==> config.mk <==
export PLATFORM = sky130hd
export DESIGN_NAME = mvm_ctrl_part1
export DESIGN_NICKNAME = d
export VERILOG_FILES = /design/src/rtl/mvm_ctrl_part1.sv
export SDC_FILE = /design/constraint.sdc
export NUM_CORES = 1
export LEC_CHECK = 0
export BUFFER_PORTS_ARGS = -buffer_cell sky130_fd_sc_hd__clkbuf_2
export CELL_PAD_IN_SITES_DETAIL_PLACEMENT = 0
export CELL_PAD_IN_SITES_GLOBAL_PLACEMENT = 2
export CORE_MARGIN = 1
export CORE_UTILIZATION = 35
export CTS_CLUSTER_DIAMETER = 150
export DETAILED_ROUTE_END_ITERATION = 12
export PLACE_DENSITY = 0.94
export RECOVER_POWER = 25
export SLEW_MARGIN = 20
export SYNTH_ARGS = -nofsm -noshare
export SYNTH_HDL_FRONTEND = slang
export SYNTH_SLANG_ARGS = --single-unit
==> constraint.sdc <==
create_clock -name clk -period 7.66 [get_ports clk]
set_input_delay 1.149 -clock clk [delete_from_list [all_inputs] [get_ports clk]]
set_output_delay 1.149 -clock clk [all_outputs]
set_load 0.1 [all_outputs]
==> src/rtl/mvm_ctrl_part1.sv <==
// Control FSM for the 3x3 matrix-vector datapath: loads W then x, sequences ROWS dot products.
// Optional build macro MVM_REUSE_W_EN adds reuse_w to skip the W load and reuse memory contents.
module mvm_ctrl_part1 #(
  parameter int unsigned ROWS = 3,
  parameter int unsigned COLS = 3,
  parameter int unsigned AW_X = 2,
  parameter int unsigned AW_W = 4
) (
  input  logic            clk,
  input  logic            rst,
  input  logic            start,
`ifdef MVM_REUSE_W_EN
  input  logic            reuse_w,
`endif
  input  logic            s_valid,
  output logic            s_ready,
  output logic [AW_X-1:0] addr_x,
  output logic            wr_en_x,
  output logic [AW_W-1:0] addr_w,
  output logic            wr_en_w,
  output logic            clear_acc,
  output logic            en_acc,
  output logic            out_valid,
  input  logic            out_ready,
  output logic [AW_W-1:0] row_idx,
  output logic            busy,
  output logic            done
);

  localparam int unsigned N_W = ROWS * COLS;

  typedef enum logic [2:0] {
    S_IDLE,
    S_LOAD_W,
    S_LOAD_X,
    S_CLEAR,
    S_MAC,
    S_OUT
  } state_t;

  state_t          state_q, state_d;
  logic [AW_W-1:0] cnt_q, cnt_d;
  logic [AW_W-1:0] row_q, row_d;
  logic [AW_X-1:0] col_q, col_d;

  logic            s_ready_d, clear_acc_d, en_acc_d, out_valid_d, busy_d;
  logic [AW_X-1:0] addr_x_d;
  logic [AW_W-1:0] addr_w_d;
  logic            beat;
  logic            reuse_sel;

`ifdef MVM_REUSE_W_EN
  assign reuse_sel = reuse_w;
`else
  assign reuse_sel = 1'b0;
`endif

  assign beat = s_valid & s_ready;

  // Next state, counters, and the registered-output values derived from the next state
  always_comb begin
    state_d     = state_q;
    cnt_d       = cnt_q;
    row_d       = row_q;
    col_d       = col_q;
    s_ready_d   = 1'b0;
    clear_acc_d = 1'b0;
    en_acc_d    = 1'b0;
    out_valid_d = 1'b0;
    busy_d      = 1'b1;
    addr_x_d    = '0;
    addr_w_d    = '0;

    case (state_q)
      S_IDLE: begin
        if (start) begin
          state_d = reuse_sel ? S_LOAD_X : S_LOAD_W;
          cnt_d   = '0;
          row_d   = '0;
          col_d   = '0;
        end
      end
      S_LOAD_W: begin
        if (beat) begin
          if (cnt_q == AW_W'(N_W - 1)) begin
            state_d = S_LOAD_X;
            cnt_d   = '0;
          end else begin
            cnt_d = cnt_q + AW_W'(1);
          end
        end
      end
      S_LOAD_X: begin
        if (beat) begin
          if (cnt_q == AW_W'(COLS - 1)) begin
            state_d = S_CLEAR;
            cnt_d   = '0;
          end else begin
            cnt_d = cnt_q + AW_W'(1);
          end
        end
      end
      S_CLEAR: begin
        col_d   = '0;
        state_d = S_MAC;
      end
      S_MAC: begin
        if (col_q == AW_X'(COLS - 1)) begin
          state_d = S_OUT;
          col_d   = '0;
        end else begin
          col_d = col_q + AW_X'(1);
        end
      end
      S_OUT: begin
        if (out_ready) begin
          if (row_q == AW_W'(ROWS - 1)) begin
            state_d = S_IDLE;
            row_d   = '0;
          end else begin
            state_d = S_CLEAR;
            row_d   = row_q + AW_W'(1);
          end
        end
      end
      default: state_d = S_IDLE;
    endcase

    // Outputs are registered, so decode them from where the FSM is heading
    case (state_d)
      S_IDLE: begin
        clear_acc_d = 1'b1;
        busy_d      = 1'b0;
      end
      S_LOAD_W: begin
        s_ready_d = 1'b1;
        addr_w_d  = cnt_d;
      end
      S_LOAD_X: begin
        s_ready_d = 1'b1;
        addr_x_d  = AW_X'(cnt_d);
      end
      S_CLEAR: clear_acc_d = 1'b1;
      S_MAC: begin
        en_acc_d = 1'b1;
        addr_x_d = col_d;
        addr_w_d = AW_W'(32'(row_d) * COLS + 32'(col_d));
      end
      S_OUT:   out_valid_d = 1'b1;
      default: busy_d = 1'b0;
    endcase
  end

  // State, counters and output registers
  always_ff @(posedge clk) begin
    if (rst) begin
      state_q   <= S_IDLE;
      cnt_q     <= '0;
      row_q     <= '0;
      col_q     <= '0;
      s_ready   <= 1'b0;
      clear_acc <= 1'b1;
      en_acc    <= 1'b0;
      out_valid <= 1'b0;
      busy      <= 1'b0;
      addr_x    <= '0;
      addr_w    <= '0;
    end else begin
      state_q   <= state_d;
      cnt_q     <= cnt_d;
      row_q     <= row_d;
      col_q     <= col_d;
      s_ready   <= s_ready_d;
      clear_acc <= clear_acc_d;
      en_acc    <= en_acc_d;
      out_valid <= out_valid_d;
      busy      <= busy_d;
      addr_x    <= addr_x_d;
      addr_w    <= addr_w_d;
    end
  end

  // Write strobes follow the handshake in the same cycle
  assign wr_en_w = beat & (state_q == S_LOAD_W);
  assign wr_en_x = beat & (state_q == S_LOAD_X);
  assign row_idx = row_q;
  assign done    = out_valid & out_ready & (row_q == AW_W'(ROWS - 1));

endmodule
==> results of run 1 <==
## cell type report
type,count,area [µm²],area share [%]
Inverter,8,30.0,2.02
Tap cell,46,57.6,3.88
Timing Repair Buffer,22,108,7.25
Clock buffer,3,41.3,2.78
Sequential cell,24,480,32.4
Multi-Input combinational cell,113,767,51.7
## worst paths after layout
| kind | from | to | slack (ns) | depth (start not counted) |
|---|---|---|---|---|
| setup / recovery | start | addr_w[3] | 4.09 | 11 |
| hold / removal | cnt_q[3] | cnt_q[3] | 0.58 | 2 |
| setup reg to reg | state_q[1] | addr_w[3] | 4.49 | 10 |
| hold reg to reg | cnt_q[3] | cnt_q[3] | 0.58 | 2 |
## state kept, by name, summed over array words and instances (netlist names)
signal / count
busy: 1
cnt_q: 4
row_idx: 4
addr_x: 2
out_valid: 1
en_acc: 1
state_q: 3
addr_w: 4
col_q: 2
clear_acc: 1
s_ready: 1
## cells by family after synthesis
group / synth area share (%)
AND/OR/NAND/NOR: 30.0
AO/OA/AOI/OAI: 15.2
flip-flops: 36.5
buffers and inverters: 4.66
adder cells (fa/ha/maj): 8.75
XOR/XNOR: 3.99
multiplexers: 0.855
## metal layers
| layer | GRT usage, % | part of all wire [%] | up-vias |
|---|---|---|---|
| met3 | 1.99 | 3.5 | 5 |
| li1 | - | - | 574 |
| met1 | 20.3 | 50 | 533 |
| met4 | 5.97 | 1.3 | 0 |
| met5 | 0 | 0 | - |
| met2 | 25.7 | 45 | 23 |
## cell usage after synthesis (3+ instances only)
cell and count:
xor2_1 3, nor3_1 7, nor2_1 20, inv_1 8, dfxtp_1 24, buf_2 4, a31oi_1 4, nand3_1 3
xnor2_1 3, nand2b_1 3, ha_1 6, a21oi_1 4, o21ai_0 3, nand2_1 12, nor2b_1 4
## power groups by stage
stage / registers, mW / clock network (mW) / logic [mW]
2_1_floorplan: 0.142 / 0 / 0.0145
3_3_place_gp: 0.132 / 0 / 0.0294
3_5_place_dp: 0.132 / 0 / 0.0294
4_1_cts: 0.129 / 0.0724 / 0.0296
5_1_grt: 0.130 / 0.0778 / 0.0308
6_report: 0.129 / 0.0712 / 0.0286
## worst register-to-register path, delay by kind of cell (launching register included)
| family | cells | cell delay [ns] |
|---|---|---|
| AND/OR/NAND/NOR | 1 | 0.66 |
| AO/OA/AOI/OAI | 2 | 0.55 |
| buffers and inverters | 2 | 0.12 |
| XOR/XNOR | 2 | 0.28 |
| adder cells (fa/ha/maj) | 3 | 0.98 |
| flip-flops | 1 | 0.47 |
==> results by group, run 1 <==
Floorplan
  – Die area: 4010 µm²
  – Core area: 3470 µm²
  – Die Ht: 63.3 µm
  – Row cnt: 21
  – Boundary Pins: 23
  – Initial Util: 38.0%
  – Die W: 63.3 µm

Finish
  – Final Util: 42.8%
  – Finished Layout Cells: 216
  – Share of cells above drive strength 1: 16.5%
  – Antenna diodes: 0
  – # fillers: 388
  – Leading cell types in the layout, fill and taps excluded: dfxtp_1, nor2_1, clkbuf_2
  – Area grow syn2layout: 12.7%
  – NumNets Final: 185
  – Commonest non-fill, non-tap cell in the layout: dfxtp_1
  – Fin area: 1480 µm²

GRT
  – Pin count of the biggest net entering global routing: 19
  – First-pass GRT wire length: 5.02 mm
  – Number of global-route vias before repair: 1113
  – Antenna violations before repair: 0
  – Total track usage: 15.5%
  – Global route overflow: 0

Drt
  – Routed via count: 1135
  – DRC errors left: 0
  – Detail Route Antenna Nets: 0
  – Wire per inst: 13.3 µm
  – Via-per-instance ratio: 5.25
  – Routed WL: 2.87 mm
  – First-iteration detailed-routing DRC count: 100
  – First-pass DRT Iterations: 4

Flow run
  – Max-cap viol count: 0

Timing
  – Worst setup margin: 4.09 ns
  – Worst Clk Skew: 0.00334 ns
  – Final Setup Violations: 0
  – Slew @ Worst Pin: 0.594 ns
  – Relative slew slack: 60.3%
  – RSZ-0062 raised after global routing: no
  – Slew Viols, Final: 0
  – Final Hold Fails: 0
  – Max frequency: 280 MHz
  – Total negative slack: 0 ns
  – Post-layout minimum cycle time: 3.57 ns
  – Worst hold slack: 0.579 ns
  – Final cycle utilization of the critical path: 46.6%

Clock tree
  – Root Driver: clkbuf_8
  – Clk buf depth: 2
  – H-tree Lvls: 1
  – Num CTS Buffers: 3
  – Clock sink count: 24
  – Cts repair resizes: 0
  – CTS tree: done
  – Hold-fix buffers, CTS: 0
  – Reg clk slew, reported paths: 0.08 ns
  – Post-CTS setup buffer count: 0
  – Clk Latency, worst-skew pair: 0.26 ns

Power
  – Total power: 229 µW
  – Switching Fraction: 26.7%
  – Leakage: 0.632 nW
  – Clock power frac: 31.1%
  – Internal Power: 168 µW
  – Max VDD drop: 0.0930 mV
  – Power share of the combinational group: 12.5%
  – Flop pwr share: 56.5%
  – Pwr dens: 154 nW/µm²
  – Net Sw Power: 61.3 µW

Logic synthesis
  – Syn Inst Count: 151
  – Syn nets: 164
  – Synth Area per Inst: 8.72 µm²
  – YS warnings: 0
  – Post-synth top area share: 36.5%
  – Sequential share of the synthesized area: 36.5%
  – Area contributors post-synth: dfxtp_1, ha_1, nor2_1
  – Number of synthesized register bits: 24
  – Post-synth EDFFs: 0
  – Synth cell types: 48
  – Top_reg_cell synth: dfxtp_1
  – FFs w/ async S/R, synth: 0%
  – Mapped Area: 1320 µm²
  – Yosys top cell by area: dfxtp_1

Critical path
  – CP Max Fanout: 4
  – Critical path class: input port to register
  – Slowest cell on crit path: or4b_1
  – Crit path max-delay family: adder cells
  – Cells along the critical path: clkbuf_1 > or4b_1 > a31oi_1 > fa_1 > inv_1 > ha_1 > inv_1 > fa_1 > xor2_1 > xnor2_1 > a32o_1
  – CP max stage delay: 0.52 ns
  – CP bufs+invs: 3
  – Worst EP arrival: 3.73 ns
  – Endpoint class of the critical path: register
  – Setup crit start kind: input port
  – CP required: 7.82 ns

Placed design
  – RD Place Congestion: 0.750
  – # port buffers: 22
  – Placed Instances: 213
  – Setup WS pre-CTS: 3.85 ns
  – Placed inst area: 1450 µm²
  – Hpwl dp: 2.17 mm

Worst hold path
  – Min-delay worst type: register to register

Run status
  – Status: finished clean
Power figures use the tool's default switching activity.
==> inputs of run 2 (changes only) <==
--- a/config.mk
+++ b/config.mk
@@ -9,10 +9,10 @@
 export CELL_PAD_IN_SITES_DETAIL_PLACEMENT = 0
 export CELL_PAD_IN_SITES_GLOBAL_PLACEMENT = 2
 export CORE_MARGIN = 1
-export CORE_UTILIZATION = 35
+export CORE_UTILIZATION = 29
 export CTS_CLUSTER_DIAMETER = 150
 export DETAILED_ROUTE_END_ITERATION = 12
-export PLACE_DENSITY = 0.94
+export PLACE_DENSITY = 0.85
 export RECOVER_POWER = 25
 export SLEW_MARGIN = 20
 export SYNTH_ARGS = -nofsm -noshare
==> constraint.sdc (replaced) <==
create_clock -name clk -period 3.2 [get_ports clk]
set_input_delay 0.48 -clock clk [delete_from_list [all_inputs] [get_ports clk]]
set_output_delay 0.48 -clock clk [all_outputs]
set_load 0.1 [all_outputs]
==> results by group, run 2 (synthesized netlist as in run 1, its figures left out) <==
Run status
  – Status: finished clean (unchanged)

Drt
  – Via-per-instance ratio: 5.10 (was 5.25)
  – Wire per inst: 13.0 µm (was 13.3 µm)
  – First-iteration detailed-routing DRC count: 89 (was 100)
  – DRC errors left: 0 (unchanged)
  – Detail Route Antenna Nets: 0 (unchanged)
  – First-pass DRT Iterations: 6 (was 4)
  – Routed WL: 2.98 mm (was 2.87 mm)
  – Routed via count: 1169 (was 1135)

GRT
  – Number of global-route vias before repair: 1191 (was 1113)
  – Pin count of the biggest net entering global routing: 19 (unchanged)
  – Global route overflow: 0 (unchanged)
  – First-pass GRT wire length: 5.51 mm (was 5.02 mm)
  – Total track usage: 14.2% (was 15.5%)
  – Antenna violations before repair: 0 (unchanged)

Finish
  – Leading cell types in the layout, fill and taps excluded: dfxtp_1, nor2_1, clkbuf_2 (unchanged)
  – Area grow syn2layout: 19.0% (was 12.7%)
  – # fillers: 449 (was 388)
  – Share of cells above drive strength 1: 20.3% (was 16.5%)
  – Commonest non-fill, non-tap cell in the layout: dfxtp_1 (unchanged)
  – Antenna diodes: 0 (unchanged)
  – NumNets Final: 191 (was 185)

Timing
  – Final Setup Violations: 0 (unchanged)
  – Total negative slack: 0 ns (unchanged)
  – Slew Viols, Final: 0 (unchanged)
  – Final Hold Fails: 0 (unchanged)
  – Slew @ Worst Pin: 1.17 ns (was 0.594 ns)
  – Relative slew slack: 22.2% (was 60.3%)
  – Worst Clk Skew: 0.00452 ns (was 0.00334 ns)
  – Max frequency: 331 MHz
  – Worst setup margin: 0.176 ns (was 4.09 ns)
  – Post-layout minimum cycle time: 3.02 ns
  – RSZ-0062 raised after global routing: no (unchanged)
  – Final cycle utilization of the critical path: 94.5%

Placed design
  – Setup WS pre-CTS: 0.136 ns (was 3.85 ns)
  – RD Place Congestion: 0.783 (was 0.750)
  – # port buffers: 22 (unchanged)
  – Hpwl dp: 2.29 mm (was 2.17 mm)

Clock tree
  – Clock sink count: 24 (unchanged)
  – Post-CTS setup buffer count: 0 (unchanged)
  – Num CTS Buffers: 3 (unchanged)
  – Clk Latency, worst-skew pair: 0.27 ns (was 0.26 ns)
  – Root Driver: clkbuf_8 (unchanged)
  – Clk buf depth: 2 (unchanged)
  – Cts repair resizes: 0 (unchanged)
  – Reg clk slew, reported paths: 0.08 ns (about the same)
  – H-tree Lvls: 1 (unchanged)
  – Hold-fix buffers, CTS: 0 (unchanged)
  – CTS tree: done (unchanged)

Critical path
  – Endpoint class of the critical path: register (unchanged)
  – CP max stage delay: 0.61 ns (was 0.52 ns)
  – Critical path class: register to register (was input port to register)
  – Setup crit start kind: register (was input port)
  – Worst EP arrival: 3.19 ns (was 3.73 ns)
  – R2r worst-path depth: 10 (unchanged)
  – CP required: 3.36 ns (was 7.82 ns)
  – Number of cells on the critical path: 10 (was 11)
  – Cells along the critical path: or4b_4 > a31oi_1 > fa_1 > inv_1 > ha_1 > inv_1 > fa_1 > xor2_1 > xnor2_1 > a32o_1 (was clkbuf_1 > or4b_1 > a31oi_1 > fa_1 > inv_1 > ha_1 > inv_1 > fa_1 > xor2_1 > xnor2_1 > a32o_1)
  – CP bufs+invs: 2 (was 3)
  – Slowest cell on crit path: or4b_4 (was or4b_1)
  – Crit path max-delay family: adder cells (unchanged)
  – CP Max Fanout: 10 (was 4)

Flow run
  – Max-cap viol count: 0 (unchanged)

Power
  – Max VDD drop: 0.148 mV (was 0.0930 mV)
  – Leakage: 0.654 nW (was 0.632 nW)
  – Pwr dens: 376 nW/µm² (was 154 nW/µm²)

Worst hold path
  – Hold path cells: 2 (unchanged)
  – Min-delay worst type: register to register (unchanged)

Floorplan
  – Die Ht: 69.4 µm (was 63.3 µm)
  – Die area: 4810 µm² (was 4010 µm²)
  – Die W: 69.4 µm (was 63.3 µm)
  – Boundary Pins: 23 (unchanged)
  – Core area: 4350 µm² (was 3470 µm²)
  – Row cnt: 24 (was 21)
  – Initial Util: 30.2% (was 38.0%)
run 2: cell count changes in the layout (fill, tap and decap cells not counted), sizes merged:
cell	previous run	this run
buf	0	6
clkbuf	25	26
run 2: path summary, 6_finish.rpt:
kind	from	to	slack, ns
setup / recovery	state_q[1]	addr_w[3]	0.18
setup reg to reg	state_q[1]	addr_w[3]	0.18
hold reg to reg	cnt_q[3]	cnt_q[3]	0.57
hold / removal	cnt_q[3]	cnt_q[3]	0.57
run 2: worst min-delay path, delay by kind of cell, from the launching register on:
kind / cells / cell delay [ns]
flip-flops: 1 / 0.37
AND/OR/NAND/NOR: 2 / 0.15
run 2: area by class of cell:
cell class | instances | area, µm² | area share (%)
Inverter | 8 | 30.0 | 1.92
Clock buffer | 4 | 55.1 | 3.51
Sequential cell | 24 | 482 | 30.8
Timing Repair Buffer | 28 | 146 | 9.35
Tap cell | 52 | 65.1 | 4.15
Multi-Input combinational cell | 113 | 788 | 50.3
run 2: through the flow:
stage | hold WS [ns] | instances | total power [mW] | area (µm²) | util, %
floorplan | 0.491 | 151 | 0.375 | 1330 | -
global placement | 0.563 | 225 | 0.392 | 1520 | 34.9
detailed placement | 0.579 | 225 | 0.392 | 1520 | 34.9
CTS | 0.588 | 229 | 0.595 | 1580 | 36.2
global route | 0.620 | 229 | 0.614 | 1570 | 36.0
finish | 0.573 | 229 | 0.589 | 1570 | 36.0
run 2: metal layers:
layer,vias up,global-route usage (%),part of all wire [%]
met5,-,0,0
met4,0,9.30,3.4
met3,8,1.89,3.3
met2,27,21.8,46
met1,547,18.7,47
li1,587,-,-
run 2: power breakdown:
part	internal, mW	leakage, nW	total (mW)	switching [mW]
clock	0.110	0.0288	0.204	0.0944
sequential	0.303	0.195	0.307	0.00337
combinational	0.0191	0.431	0.0778	0.0588
==> inputs of run 3 (changes only) <==
--- a/config.mk
+++ b/config.mk
@@ -12,6 +12,7 @@
 export CORE_UTILIZATION = 29
 export CTS_CLUSTER_DIAMETER = 150
 export DETAILED_ROUTE_END_ITERATION = 12
+export MAX_ROUTING_LAYER = met4
 export PLACE_DENSITY = 0.85
 export RECOVER_POWER = 25
 export SLEW_MARGIN = 20
==> results by group, run 3 (synthesized netlist as in run 1, its figures left out) <==
Run status
  – Status: finished clean (unchanged)

Timing
  – Total negative slack: 0 ns (unchanged)
  – RSZ-0062 raised after global routing: no (unchanged)
  – Max frequency: 331 MHz (about the same)
  – Slew @ Worst Pin: 1.17 ns (unchanged)
  – Post-layout minimum cycle time: 3.02 ns (about the same)
  – Final Hold Fails: 0 (unchanged)
  – Slew Viols, Final: 0 (unchanged)
  – Worst hold slack: 0.573 ns (unchanged)
  – Final Setup Violations: 0 (unchanged)
  – Worst Clk Skew: 0.00464 ns (was 0.00452 ns)
  – Relative slew slack: 22.2% (unchanged)
  – Final cycle utilization of the critical path: 94.5% (about the same)

Drt
  – DRC errors left: 0 (unchanged)
  – Via-per-instance ratio: 5.10 (about the same)
  – Wire per inst: 13.0 µm (about the same)
  – Detail Route Antenna Nets: 0 (unchanged)
  – Routed via count: 1168 (was 1169)
  – First-iteration detailed-routing DRC count: 85 (was 89)
  – First-pass DRT Iterations: 7 (was 6)
  – Routed WL: 2.98 mm (about the same)

Critical path
  – CP required: 3.36 ns (about the same)
  – Slowest cell on crit path: or4b_4 (unchanged)
  – Worst EP arrival: 3.19 ns (about the same)
  – CP startpoint: state_q[1] (unchanged)
  – Endpoint class of the critical path: register (unchanged)
  – Critical path class: register to register (unchanged)
  – CP max stage delay: 0.61 ns (about the same)
  – Setup crit start kind: register (unchanged)
  – Cells along the critical path: or4b_4 > a31oi_1 > fa_1 > inv_1 > ha_1 > inv_1 > fa_1 > xor2_1 > xnor2_1 > a32o_1 (unchanged)
  – CP Max Fanout: 10 (unchanged)
  – R2R Path Start: state_q[1] (unchanged)

GRT
  – Total track usage: 14.6% (was 14.2%)
  – Number of global-route vias before repair: 1192 (was 1191)
  – Busiest grt layer: met2 (unchanged)
  – M2 GR Usage: 21.8% (unchanged)
  – GR Layer Usage met1: 18.7% (unchanged)
  – Pin count of the biggest net entering global routing: 19 (unchanged)
  – First-pass GRT wire length: 5.51 mm (unchanged)
  – Met3 Use GR: 1.89% (unchanged)
  – Antenna violations before repair: 0 (unchanged)
  – Global route overflow: 0 (unchanged)

Worst hold path
  – Min-delay worst type: register to register (unchanged)
  – Hold_sp: cnt_q[3] (unchanged)

Finish
  – NumNets Final: 191 (unchanged)
  – Commonest non-fill, non-tap cell in the layout: dfxtp_1 (unchanged)
  – Finished Layout Cells: 229 (unchanged)
  – Area grow syn2layout: 19.0% (unchanged)
  – Share of cells above drive strength 1: 20.3% (unchanged)
  – Leading cell types in the layout, fill and taps excluded: dfxtp_1, nor2_1, clkbuf_2 (unchanged)
  – # fillers: 449 (unchanged)
  – Antenna diodes: 0 (unchanged)

Floorplan
  – Row cnt: 24 (unchanged)
  – Die W: 69.4 µm (unchanged)
  – Die Ht: 69.4 µm (unchanged)
  – Initial Util: 30.2% (unchanged)
  – Core area: 4350 µm² (unchanged)
  – Boundary Pins: 23 (unchanged)
  – Die area: 4810 µm² (unchanged)

Power
  – Max VDD drop: 0.148 mV (about the same)
  – Leakage: 0.654 nW (unchanged)
  – Pwr dens: 376 nW/µm² (about the same)

Placed design
  – RD Place Congestion: 0.793 (was 0.783)
  – Placed Instances: 225 (unchanged)
  – Hpwl dp: 2.29 mm (unchanged)
  – # port buffers: 22 (unchanged)

Clock tree
  – Num CTS Buffers: 3 (unchanged)
  – CTS tree: done (unchanged)
  – H-tree Lvls: 1 (unchanged)
  – Hold-fix buffers, CTS: 0 (unchanged)
  – Reg clk slew, reported paths: 0.08 ns (about the same)
  – Post-CTS setup buffer count: 0 (unchanged)
  – Clock sink count: 24 (unchanged)
  – Clk Latency, worst-skew pair: 0.27 ns (about the same)
  – Root Driver: clkbuf_8 (unchanged)
  – Clk buf depth: 2 (unchanged)
  – Cts repair resizes: 0 (unchanged)

Flow run
  – Max-cap viol count: 0 (unchanged)
[run 3: layout make-up]
type | instances | area (µm²) | share of cell area (%)
Clock buffer | 4 | 55.1 | 3.51
Multi-Input combinational cell | 113 | 788 | 50.3
Sequential cell | 24 | 482 | 30.8
Timing Repair Buffer | 28 | 146 | 9.35
Inverter | 8 | 30.0 | 1.92
Tap cell | 52 | 65.1 | 4.15
[run 3: path summary, 6_finish.rpt]
check,to,slack (ns),cells after the start
worst max-delay path,addr_w[3],0.18,10
worst min-delay path,cnt_q[3],0.57,2
worst max register to register,addr_w[3],0.18,10
worst min register to register,cnt_q[3],0.57,2
[run 3: worst max-delay path, delay by kind of cell (launching register included)]
family | cells | cell delay, ns
fa+ha+maj | 3 | 0.97
simple gates | 1 | 0.61
compound gates | 2 | 0.51
flops | 1 | 0.41
xor+xnor | 2 | 0.28
buf+inv | 2 | 0.12
[run 3: per-stage QoR]
| stage | utilization (%) | setup WS (ns) | instance area, µm² | total power [mW] |
|---|---|---|---|---|
| after floorplan | - | 0.00444 | 1330 | 0.375 |
| after global placement | 34.9 | 0.174 | 1520 | 0.392 |
| after detailed placement | 34.9 | 0.136 | 1520 | 0.392 |
| after CTS | 36.2 | 0.183 | 1580 | 0.595 |
| after global routing | 36.0 | 0.00927 | 1570 | 0.614 |
| final | 36.0 | 0.176 | 1570 | 0.589 |
[run 3: metal layers]
layer | routed length (µm) | part of all wire (%)
met1 | 1410 | 47
met2 | 1360 | 46
met3 | 99 | 3.3
met4 | 102 | 3.4
met5 | 0 | 0
[run 3: power by group]
group          internal [mW]  total [mW]  switching (mW)
sequential             0.303       0.307         0.00339
combinational         0.0191      0.0778          0.0587
clock                  0.110       0.204          0.0943
